<file path="src/rtl/rf_wb_buffer_pkg.sv">
// Shared register-file widths and the write-back entry type used by the
// write-back buffer and its bypass scan.
`ifndef DATA_W
`define DATA_W 32
`endif
`ifndef RF_REG_W
`define RF_REG_W 5
`endif
`ifndef RF_REG_NUM
`define RF_REG_NUM 32
`endif

package rf_wb_buffer_pkg;

    localparam int RF_DATA_W  = `DATA_W;
    localparam int RF_REG_W   = `RF_REG_W;
    localparam int RF_REG_NUM = `RF_REG_NUM;
    localparam int WB_DEPTH   = 4;

    typedef struct packed {
        logic [RF_REG_W-1:0]  dst;
        logic [RF_DATA_W-1:0] data;
    } wbEntry_t;

    // Register 0 is hardwired to zero, so results aimed at it are dropped.
    function automatic logic isZeroReg(input logic [RF_REG_W-1:0] reg3);
        return reg3 == '0;
    endfunction

endpackage

</file>
<file path="src/rtl/rf_wb_byp_match.sv">
// Youngest-match scan over the occupied write-back entries, oldest to
// youngest starting at the head, so the last hit found is the youngest.
module rf_wb_byp_match #(
    parameter int DEPTH  = 4,
    parameter int REG_W  = 5,
    parameter int DATA_W = 32,
    parameter int PTR_W  = $clog2(DEPTH),
    parameter int CNT_W  = $clog2(DEPTH + 1)
) (
    input  logic [REG_W-1:0]  addr,
    input  logic [REG_W-1:0]  entryDst  [DEPTH],
    input  logic [DATA_W-1:0] entryData [DEPTH],
    input  logic [PTR_W-1:0]  headPtr,
    input  logic [CNT_W-1:0]  count,
    output logic              hit,
    output logic [DATA_W-1:0] data
);

    logic [PTR_W-1:0] idx;

    always_comb begin
        hit  = 1'b0;
        data = '0;
        idx  = '0;
        for (int i = 0; i < DEPTH; i++) begin
            idx = headPtr + PTR_W'(i);
            if ((CNT_W'(i) < count) && (entryDst[idx] == addr) && (addr != '0)) begin
                hit  = 1'b1;
                data = entryData[idx];
            end
        end
    end

endmodule

</file>
<file path="src/rtl/rf_wb_buffer.sv">
// Write-back FIFO in front of the register file's shared read/write slot:
// queues ALU and load results, drains one write per idle slot, bypasses pending data.
module rf_wb_buffer
    import rf_wb_buffer_pkg::*;
#(
    parameter int DATA_W = RF_DATA_W,
    parameter int REG_W  = RF_REG_W,
    parameter int DEPTH  = WB_DEPTH
) (
    input  logic                         iClk,
    input  logic                         iReset,
    input  logic                         iAluValid,
    input  logic [REG_W-1:0]             iAluDst,
    input  logic [DATA_W-1:0]            iAluData,
    output logic                         oAluReady,
    input  logic                         iLdValid,
    input  logic [REG_W-1:0]             iLdDst,
    input  logic [DATA_W-1:0]            iLdData,
    output logic                         oLdReady,
    input  logic                         iRdBusy,
    output logic                         oRegWr,
    output logic [REG_W-1:0]             oWrReg3,
    output logic [DATA_W-1:0]            oWrData,
    input  logic [REG_W-1:0]             iByp1Addr,
    input  logic [REG_W-1:0]             iByp2Addr,
    output logic                         oByp1Hit,
    output logic                         oByp2Hit,
    output logic [DATA_W-1:0]            oByp1Data,
    output logic [DATA_W-1:0]            oByp2Data,
    output logic [$clog2(DEPTH+1)-1:0]   oCount
);

    localparam int PTR_W = $clog2(DEPTH);
    localparam int CNT_W = $clog2(DEPTH + 1);

    logic [REG_W-1:0]  dstMem  [DEPTH];
    logic [DATA_W-1:0] dataMem [DEPTH];

    logic [PTR_W-1:0]  wrPtr;
    logic [PTR_W-1:0]  rdPtr;
    logic [CNT_W-1:0]  count;

    logic [CNT_W:0]    free;
    logic [CNT_W:0]    ldNeed;
    logic              regWr;
    logic              aluReady;
    logic              ldReady;
    logic              aluPush;
    logic              ldPush;
    logic [PTR_W-1:0]  ldSlot;

    // A pop in this cycle frees a slot for a same-cycle push, so a full
    // buffer with an idle register file still accepts one result.
    always_comb begin
        regWr    = (count != '0) && !iRdBusy && !iReset;
        free     = (CNT_W+1)'(DEPTH) - {1'b0, count} + (CNT_W+1)'(regWr);
        ldNeed   = iAluValid ? (CNT_W+1)'(2) : (CNT_W+1)'(1);
        aluReady = free >= (CNT_W+1)'(1);
        ldReady  = free >= ldNeed;
        aluPush  = iAluValid && aluReady && !iReset && !isZeroReg(iAluDst);
        ldPush   = iLdValid && ldReady && !iReset && !isZeroReg(iLdDst);
        ldSlot   = wrPtr + PTR_W'(aluPush);
    end

    // Entry storage carries no reset; only pointers and occupancy matter.
    always_ff @(posedge iClk) begin
        if (aluPush) begin
            dstMem[wrPtr]  <= iAluDst;
            dataMem[wrPtr] <= iAluData;
        end
        if (ldPush) begin
            dstMem[ldSlot]  <= iLdDst;
            dataMem[ldSlot] <= iLdData;
        end
    end

    always_ff @(posedge iClk) begin
        if (iReset) begin
            wrPtr <= '0;
            rdPtr <= '0;
            count <= '0;
        end else begin
            wrPtr <= wrPtr + PTR_W'(aluPush) + PTR_W'(ldPush);
            rdPtr <= rdPtr + PTR_W'(regWr);
            count <= count + CNT_W'(aluPush) + CNT_W'(ldPush) - CNT_W'(regWr);
        end
    end

    rf_wb_byp_match #(
        .DEPTH  (DEPTH),
        .REG_W  (REG_W),
        .DATA_W (DATA_W),
        .PTR_W  (PTR_W),
        .CNT_W  (CNT_W)
    ) u_byp1 (
        .addr      (iByp1Addr),
        .entryDst  (dstMem),
        .entryData (dataMem),
        .headPtr   (rdPtr),
        .count     (count),
        .hit       (oByp1Hit),
        .data      (oByp1Data)
    );

    rf_wb_byp_match #(
        .DEPTH  (DEPTH),
        .REG_W  (REG_W),
        .DATA_W (DATA_W),
        .PTR_W  (PTR_W),
        .CNT_W  (CNT_W)
    ) u_byp2 (
        .addr      (iByp2Addr),
        .entryDst  (dstMem),
        .entryData (dataMem),
        .headPtr   (rdPtr),
        .count     (count),
        .hit       (oByp2Hit),
        .data      (oByp2Data)
    );

    assign oAluReady = aluReady;
    assign oLdReady  = ldReady;
    assign oRegWr    = regWr;
    assign oWrReg3   = dstMem[rdPtr];
    assign oWrData   = dataMem[rdPtr];
    assign oCount    = count;

endmodule

</file>
<file path="config.mk">
export PLATFORM = sky130hd
export DESIGN_NAME = rf_wb_buffer
export DESIGN_NICKNAME = d
export VERILOG_FILES = /design/src/rtl/rf_wb_buffer_pkg.sv /design/src/rtl/rf_wb_byp_match.sv /design/src/rtl/rf_wb_buffer.sv
export SDC_FILE = /design/constraint.sdc
export NUM_CORES = 1
export LEC_CHECK = 0
export BUFFER_PORTS_ARGS = -buffer_cell sky130_fd_sc_hd__buf_4
export CAP_MARGIN = 10
export CORE_UTILIZATION = 35
export CTS_CLUSTER_SIZE = 8
export DETAILED_ROUTE_END_ITERATION = 6
export PLACE_DENSITY_LB_ADDON = 0.08
export SLEW_MARGIN = 20
export SYNTH_ARGS = -nofsm -noshare
export SYNTH_HDL_FRONTEND = slang
export SYNTH_SLANG_ARGS = --single-unit
</file>
<file path="constraint.sdc">
create_clock -name iClk -period 5 [get_ports iClk]
set_clock_uncertainty 0.05 [all_clocks]
set_input_delay 0.5 -clock iClk [delete_from_list [all_inputs] [get_ports iClk]]
set_output_delay 0.5 -clock iClk [all_outputs]
set_load 0.02 [all_outputs]
</file>
Word-level counts from Yosys, hierarchy flattened
Index checks and enable logic that the tools add are counted.

Register bits: 155. Bits of input ports: 89. Output and inout bits: 109.

Add/sub/neg operators: 11. Magnitude comparators: 14. Eq/ne operators: 8. Multiplexer cells: 57. Bitwise operators: 6. Reduce and logical (&&, ||, !) cells: 35.

Operator list (count): 32-bit 2-to-1 mux (18); 32-bit binary-select mux with 2-bit select (4); 128-bit bitwise mux (2); 128-bit 2-to-1 mux (2); 32-bit demux with 2-bit select (2); 5-bit 2-to-1 mux (10); 5-bit binary-select mux with 2-bit select (4); 20-bit bitwise mux (2); 5-bit == test (8); 20-bit 2-to-1 mux (2); 1-bit logical AND (26); 5-bit demux with 2-bit select (2); 3-bit >= comparator (second input constant) (6); 2-bit NOT with 3-bit output (6); 5-bit zero test (2); 5-bit nonzero test (2); 1-bit 2-to-1 mux (8); 2-bit by 1-bit adder with 2-bit output (3); 3-bit by 1-bit adder with 3-bit output (2); 1-bit by 3-bit less-than comparator with 1-bit output (first input constant) (2); 2-bit by 3-bit less-than comparator with 1-bit output (first input constant) (2); 3-bit by 1-bit less-than comparator with 1-bit output (second input constant) (2); 2-bit adder (second input constant) (2); 4-bit by 1-bit adder with 4-bit output (1); 8 further kinds (11).

Logic depth before layout (Yosys ltp)
Word-level depth: 16. Gate-level depth with buffers: 17. Gate-level depth less buffers: 17.

Cells and area by module
From an unflattened synthesis, not the netlist that was laid out.

Cell total of the unflattened synthesis: 2306. Area, all modules: 17827.1 um^2.

By module, submodules not included: rf_wb_buffer (times used 1, cells an instance 1030, area each 9001.1 um^2, seq. area each 3103.0 um^2); rf_wb_byp_match (times used 2, cells an instance 638, area each 4413.0 um^2, seq. area each 0.0 um^2).

Worst setup path after synthesis
OpenSTA, ideal clock, no wires.

Path kind: in2reg. From: input port iReset. To: register count[2], in the netlist oCount[2]. Arrival: 3.825 ns. Required time: 4.824 ns. Path slack: 0.999 ns. Stages: 17. Path buffers: 1. Cells stage by stage: clkbuf_1 or3_1 ha_1 inv_1 ha_1 nand4b_1 o21a_1 or3b_2 and4b_1 inv_1 ha_1 xnor2_1 ha_1 o21bai_1 fa_1 xor2_1 nor2_1.

Longest elaborated chain between the ends: 10. Elaborated cells between the ends (all ways): 14.

RTL lines: from (decl) (line rf_wb_buffer.sv:11) `input logic iReset,`; 1-bit zero test (line rf_wb_buffer.sv:55) `regWr = (count != '0) && !iRdBusy && !iReset;`; 1-bit logical AND (line rf_wb_buffer.sv:55); 4-bit by 1-bit adder with 4-bit output (line rf_wb_buffer.sv:56) `free = (CNT_W+1)'(DEPTH) - {1'b0, count} + (CNT_W+1)'(regWr);`; 4-bit by 1-bit >= comparator with 1-bit output (line rf_wb_buffer.sv:58) `aluReady = free >= (CNT_W+1)'(1);`; net oAluReady (line rf_wb_buffer.sv:15) `output logic oAluReady,`; 1-bit logical AND (3 in a row) (line rf_wb_buffer.sv:60) `aluPush = iAluValid && aluReady && !iReset && !isZeroReg(iAluDst);`; 3-bit by 1-bit adder with 3-bit output (2 in a row) (line rf_wb_buffer.sv:85) `count <= count + CNT_W'(aluPush) + CNT_W'(ldPush) - CNT_W'(regWr);`; 3-bit by 1-bit subtractor with 3-bit output (line rf_wb_buffer.sv:85); to (signal assigned) (line rf_wb_buffer.sv:85); to (decl) (line rf_wb_buffer.sv:41) `logic [CNT_W-1:0] count;`.

The timed path passes the listed nets, and every way through them passes these cells. A chain may end at the register's enable or synchronous reset.

Worst setup path after layout
From: register rdPtr[0]. To: output port oByp1Data[12].

Longest elaborated chain between the ends: 11. Elaborated cells between the ends (all ways): 47.

RTL lines: from (decl) (line rf_wb_buffer.sv:40) `logic [PTR_W-1:0] rdPtr;`; from (signal assigned) (line rf_wb_buffer.sv:84) `rdPtr <= rdPtr + PTR_W'(regWr);`; 2-bit by 1-bit adder with 2-bit output or 2-bit NOT with 3-bit output (tied branches) (line rf_wb_byp_match.sv:26, rf_wb_byp_match.sv:27, rf_wb_byp_match.sv:29); 2-bit NOT with 3-bit output (implied by the code) or 5-bit binary-select mux with 2-bit select (tied branches) (line rf_wb_byp_match.sv:27, rf_wb_byp_match.sv:29); 5-bit binary-select mux with 2-bit select or 5-bit 2-to-1 mux (tied branches) (line rf_wb_byp_match.sv:27) `if ((CNT_W'(i) < count) && (entryDst[idx] == addr) && (addr != '0)) begin`; 5-bit 2-to-1 mux (implied by the code) (line rf_wb_byp_match.sv:27); 5-bit 2-to-1 mux (implied by the code) or 5-bit == test (tied branches) (line rf_wb_byp_match.sv:27); 5-bit == test or 1-bit logical AND (tied branches) (line rf_wb_byp_match.sv:27); 1-bit logical AND (line rf_wb_byp_match.sv:27); 1-bit logical AND or 32-bit 2-to-1 mux (tied branches) (line rf_wb_byp_match.sv:27); 32-bit 2-to-1 mux (2 in a row) (line rf_wb_byp_match.sv:27); 32-bit 2-to-1 mux (*) (line rf_wb_byp_match.sv:27); to (decl) (line rf_wb_buffer.sv:28) `output logic [DATA_W-1:0] oByp1Data,`.

Every way passes the cells marked *; elsewhere a longest branch is shown, timed or not. The select of a mux whose other input is x is not followed.

==> metrics <==
f_max=0.219 GHz; vias in the first global route=12500; # nets final=1805; Remaining DRCs=0; setup violators final=0; Setup crit start kind=register; post-CTS sizing=0; syn_area_per_cell=8.25 um2; Rel. slew slack=0.349; Synth Register Bits=155; RR Startpoint=oCount[2]$_SDFF_PP0_; worst skew pair latency=0.44 ns; CP Capture Point=oByp1Data[12]; drt initial violations=1024; Via density=5.93; Die W=197 um; Cell Rows=70; H-Tree Depth=4; clk buf depth=2; Setup WS pre-CTS=0.853 ns; final hold viol count=0; die area=38700 um2; Lkg Pwr=5.80 nW; CTS clk-pin slew, worst paths=0.07 ns; number of enable flip-flop cells after synthesis=0; sequential share of the synthesized area=0.234; crit path launch=rdPtr[0]$_SDFF_PP0_; Sum Neg Setup Slack=0 ns; Slew Viols, Final=0; Post-Syn Nets=1709; Crit Path Category=reg2out; status=finished clean; reg-to-reg critical path endpoint=oCount[2]$_SDFF_PP0_; Worst path max stage delay=0.68 ns; fillcell total=3782; gpl congestion=0.925; pwr dens=551 nW/um2; Worst path slowest cell=or2_2; pin count of the biggest net entering global routing=155; gr usage total=0.259; FF-to-FF setup slack=0.99 ns; crit path capture type=primary output; required time of the worst setup path=4.45 ns; minimum clock period=4.57 ns; Critical Path AT=4.02 ns; antenna diode count=0; Post-Route WL=50.2 mm; CTS tree=built; Hold WC Path Type=in2reg; post-synth top area share=0.234; routed len/inst=22.6 um; share of cells above drive strength 1=0.275; most instantiated library cell after synthesis=o21ai_0; total global routing overflow=0; RSZ-0062 raised after global routing=false; CTS Buf Count=17; CP Max Fanout=29; vias=13200; Die Y=197 um; Crit path top cell by count=a22oi_1; Worst VDD drop=0.000295 V; initial antenna violation count=1; final period utilization=0.915; Area growth syn-to-layout=18.8%; Commonest cells post-synth=o21ai_0 (214), nand2_1 (204), mux2i_1 (199); Mapped Cells=1607; first-pass GRT wire length=77.0 mm; antenna viol nets, final=0; Initial Utilization=0.359; max_cap viols=0; clock root buffer=clkbuf_16; Slew @ Worst Pin=0.972 ns; Syn Std Cell Area=13300 um2; CTS sink count=155; drt first pass iters=6; Main synth FF type=dfxtp_1; Critical Path, Cell by Cell=mux4_2, or3_1, a211o_2, or2_2, a22oi_1, o211ai_1, a22oi_1, buf_4; Yosys cell types=55; asr flop ratio synth=0; setup bufs post-CTS=0; Synth Warn #=0; Core Region=37000 um2; Synth area leaders=dfxtp_1 (23%), mux2i_1 (15%), o21ai_0 (8.1%); reg2reg path depth=17; hold buffers post-CTS=0; Port Buffers=197; IO Pins=198; HPWL after DPL=34.2 mm; largest area contributor in the netlist=dfxtp_1; worst setup margin=0.426 ns
state kept, by name (all words and copies together) (netlist names):
register / flops
rdPtr: 2
wrPtr: 2
oCount: 3
dstMem: 20
dataMem: 128
cell type report:
| cell class | count | area, um2 | area share |
|---|---|---|---|
| clock buffers | 18 | 429 | 0.0272 |
| clock inverters | 13 | 166 | 0.0106 |
| inverters | 12 | 47.5 | 0.00302 |
| multi-input cells | 1278 | 9530 | 0.605 |
| flip-flops and latches | 155 | 3110 | 0.197 |
| well taps | 504 | 631 | 0.0400 |
| repair buffers | 239 | 1840 | 0.117 |
cell families after synthesis:
kind of cell               after synthesis  share of synthesized area
xor gates and xnor gates                46                     0.0304
and+or+nand+nor                        372                      0.133
adders and majority gates               13                     0.0128
buffers and inverters                  174                     0.0556
AOI/OAI and AO/OA                      567                      0.298
muxes                                  280                      0.236
DFF                                    155                      0.234
critical path, delay by kind of cell, from the launching register on:
family,cells,cell delay [ns]
DFF,1,0.56
muxes,1,0.58
AOI/OAI and AO/OA,4,1.18
buffers and inverters,1,0.20
and+or+nand+nor,2,1.04
placed cells by master (no fill, tap or decap), types with 50 or more instances in the layout:
cell type,instances
o21ai_0,214
a22oi_1,60
o221a_2,50
dfxtp_1,153
mux2i_1,199
or3_1,55
mux2_2,61
a21oi_1,74
nand2_1,203
buf_4,235
how the worst min path moves through the flow:
stage,start,endpoint,slack [ns],cells after the start
after floorplan,dataMem[65]$_DFF_P_,dataMem[65]$_DFF_P_,0.46,2
after global placement,dataMem[92]$_DFF_P_,dataMem[92]$_DFF_P_,0.48,2
after detailed placement,dataMem[82]$_DFF_P_,dataMem[82]$_DFF_P_,0.49,2
after CTS,iLdData[1],dataMem[1]$_DFF_P_,0.21,3
after global routing,iLdData[30],dataMem[30]$_DFF_P_,0.22,3
final,iLdData[1],dataMem[1]$_DFF_P_,0.23,3
through the flow:
step | cells | power, mW | instance area (um2) | util | hold WS, ns
floorplan | 1607 | 5.67 | 13300 | - | 0.459
global placement | 2188 | 7.22 | 15200 | 0.410 | 0.479
detailed placement | 2188 | 7.28 | 15200 | 0.410 | 0.493
CTS | 2219 | 8.69 | 15800 | 0.426 | 0.212
global route | 2219 | 9.29 | 15800 | 0.426 | 0.224
finish | 2219 | 8.68 | 15800 | 0.426 | 0.229
routing by layer:
| layer | global-route usage | routed length, um | vias to the layer above |
|---|---|---|---|
| li1 | - | - | 6251 |
| met1 | 0.366 | 23600 | 6380 |
| met2 | 0.410 | 22700 | 466 |
| met3 | 0.0306 | 2810 | 63 |
| met4 | 0.0824 | 1000 | 2 |
| met5 | 0 | 13 | - |
power by group:
group / internal, mW / total (mW) / switching (mW)
Combinational: 2.14 / 4.84 / 2.70
Clock: 0.788 / 1.38 / 0.590
Sequential: 1.83 / 2.47 / 0.641
Total: 4.75 / 8.68 / 3.93
Power figures use the tool's default switching activity.
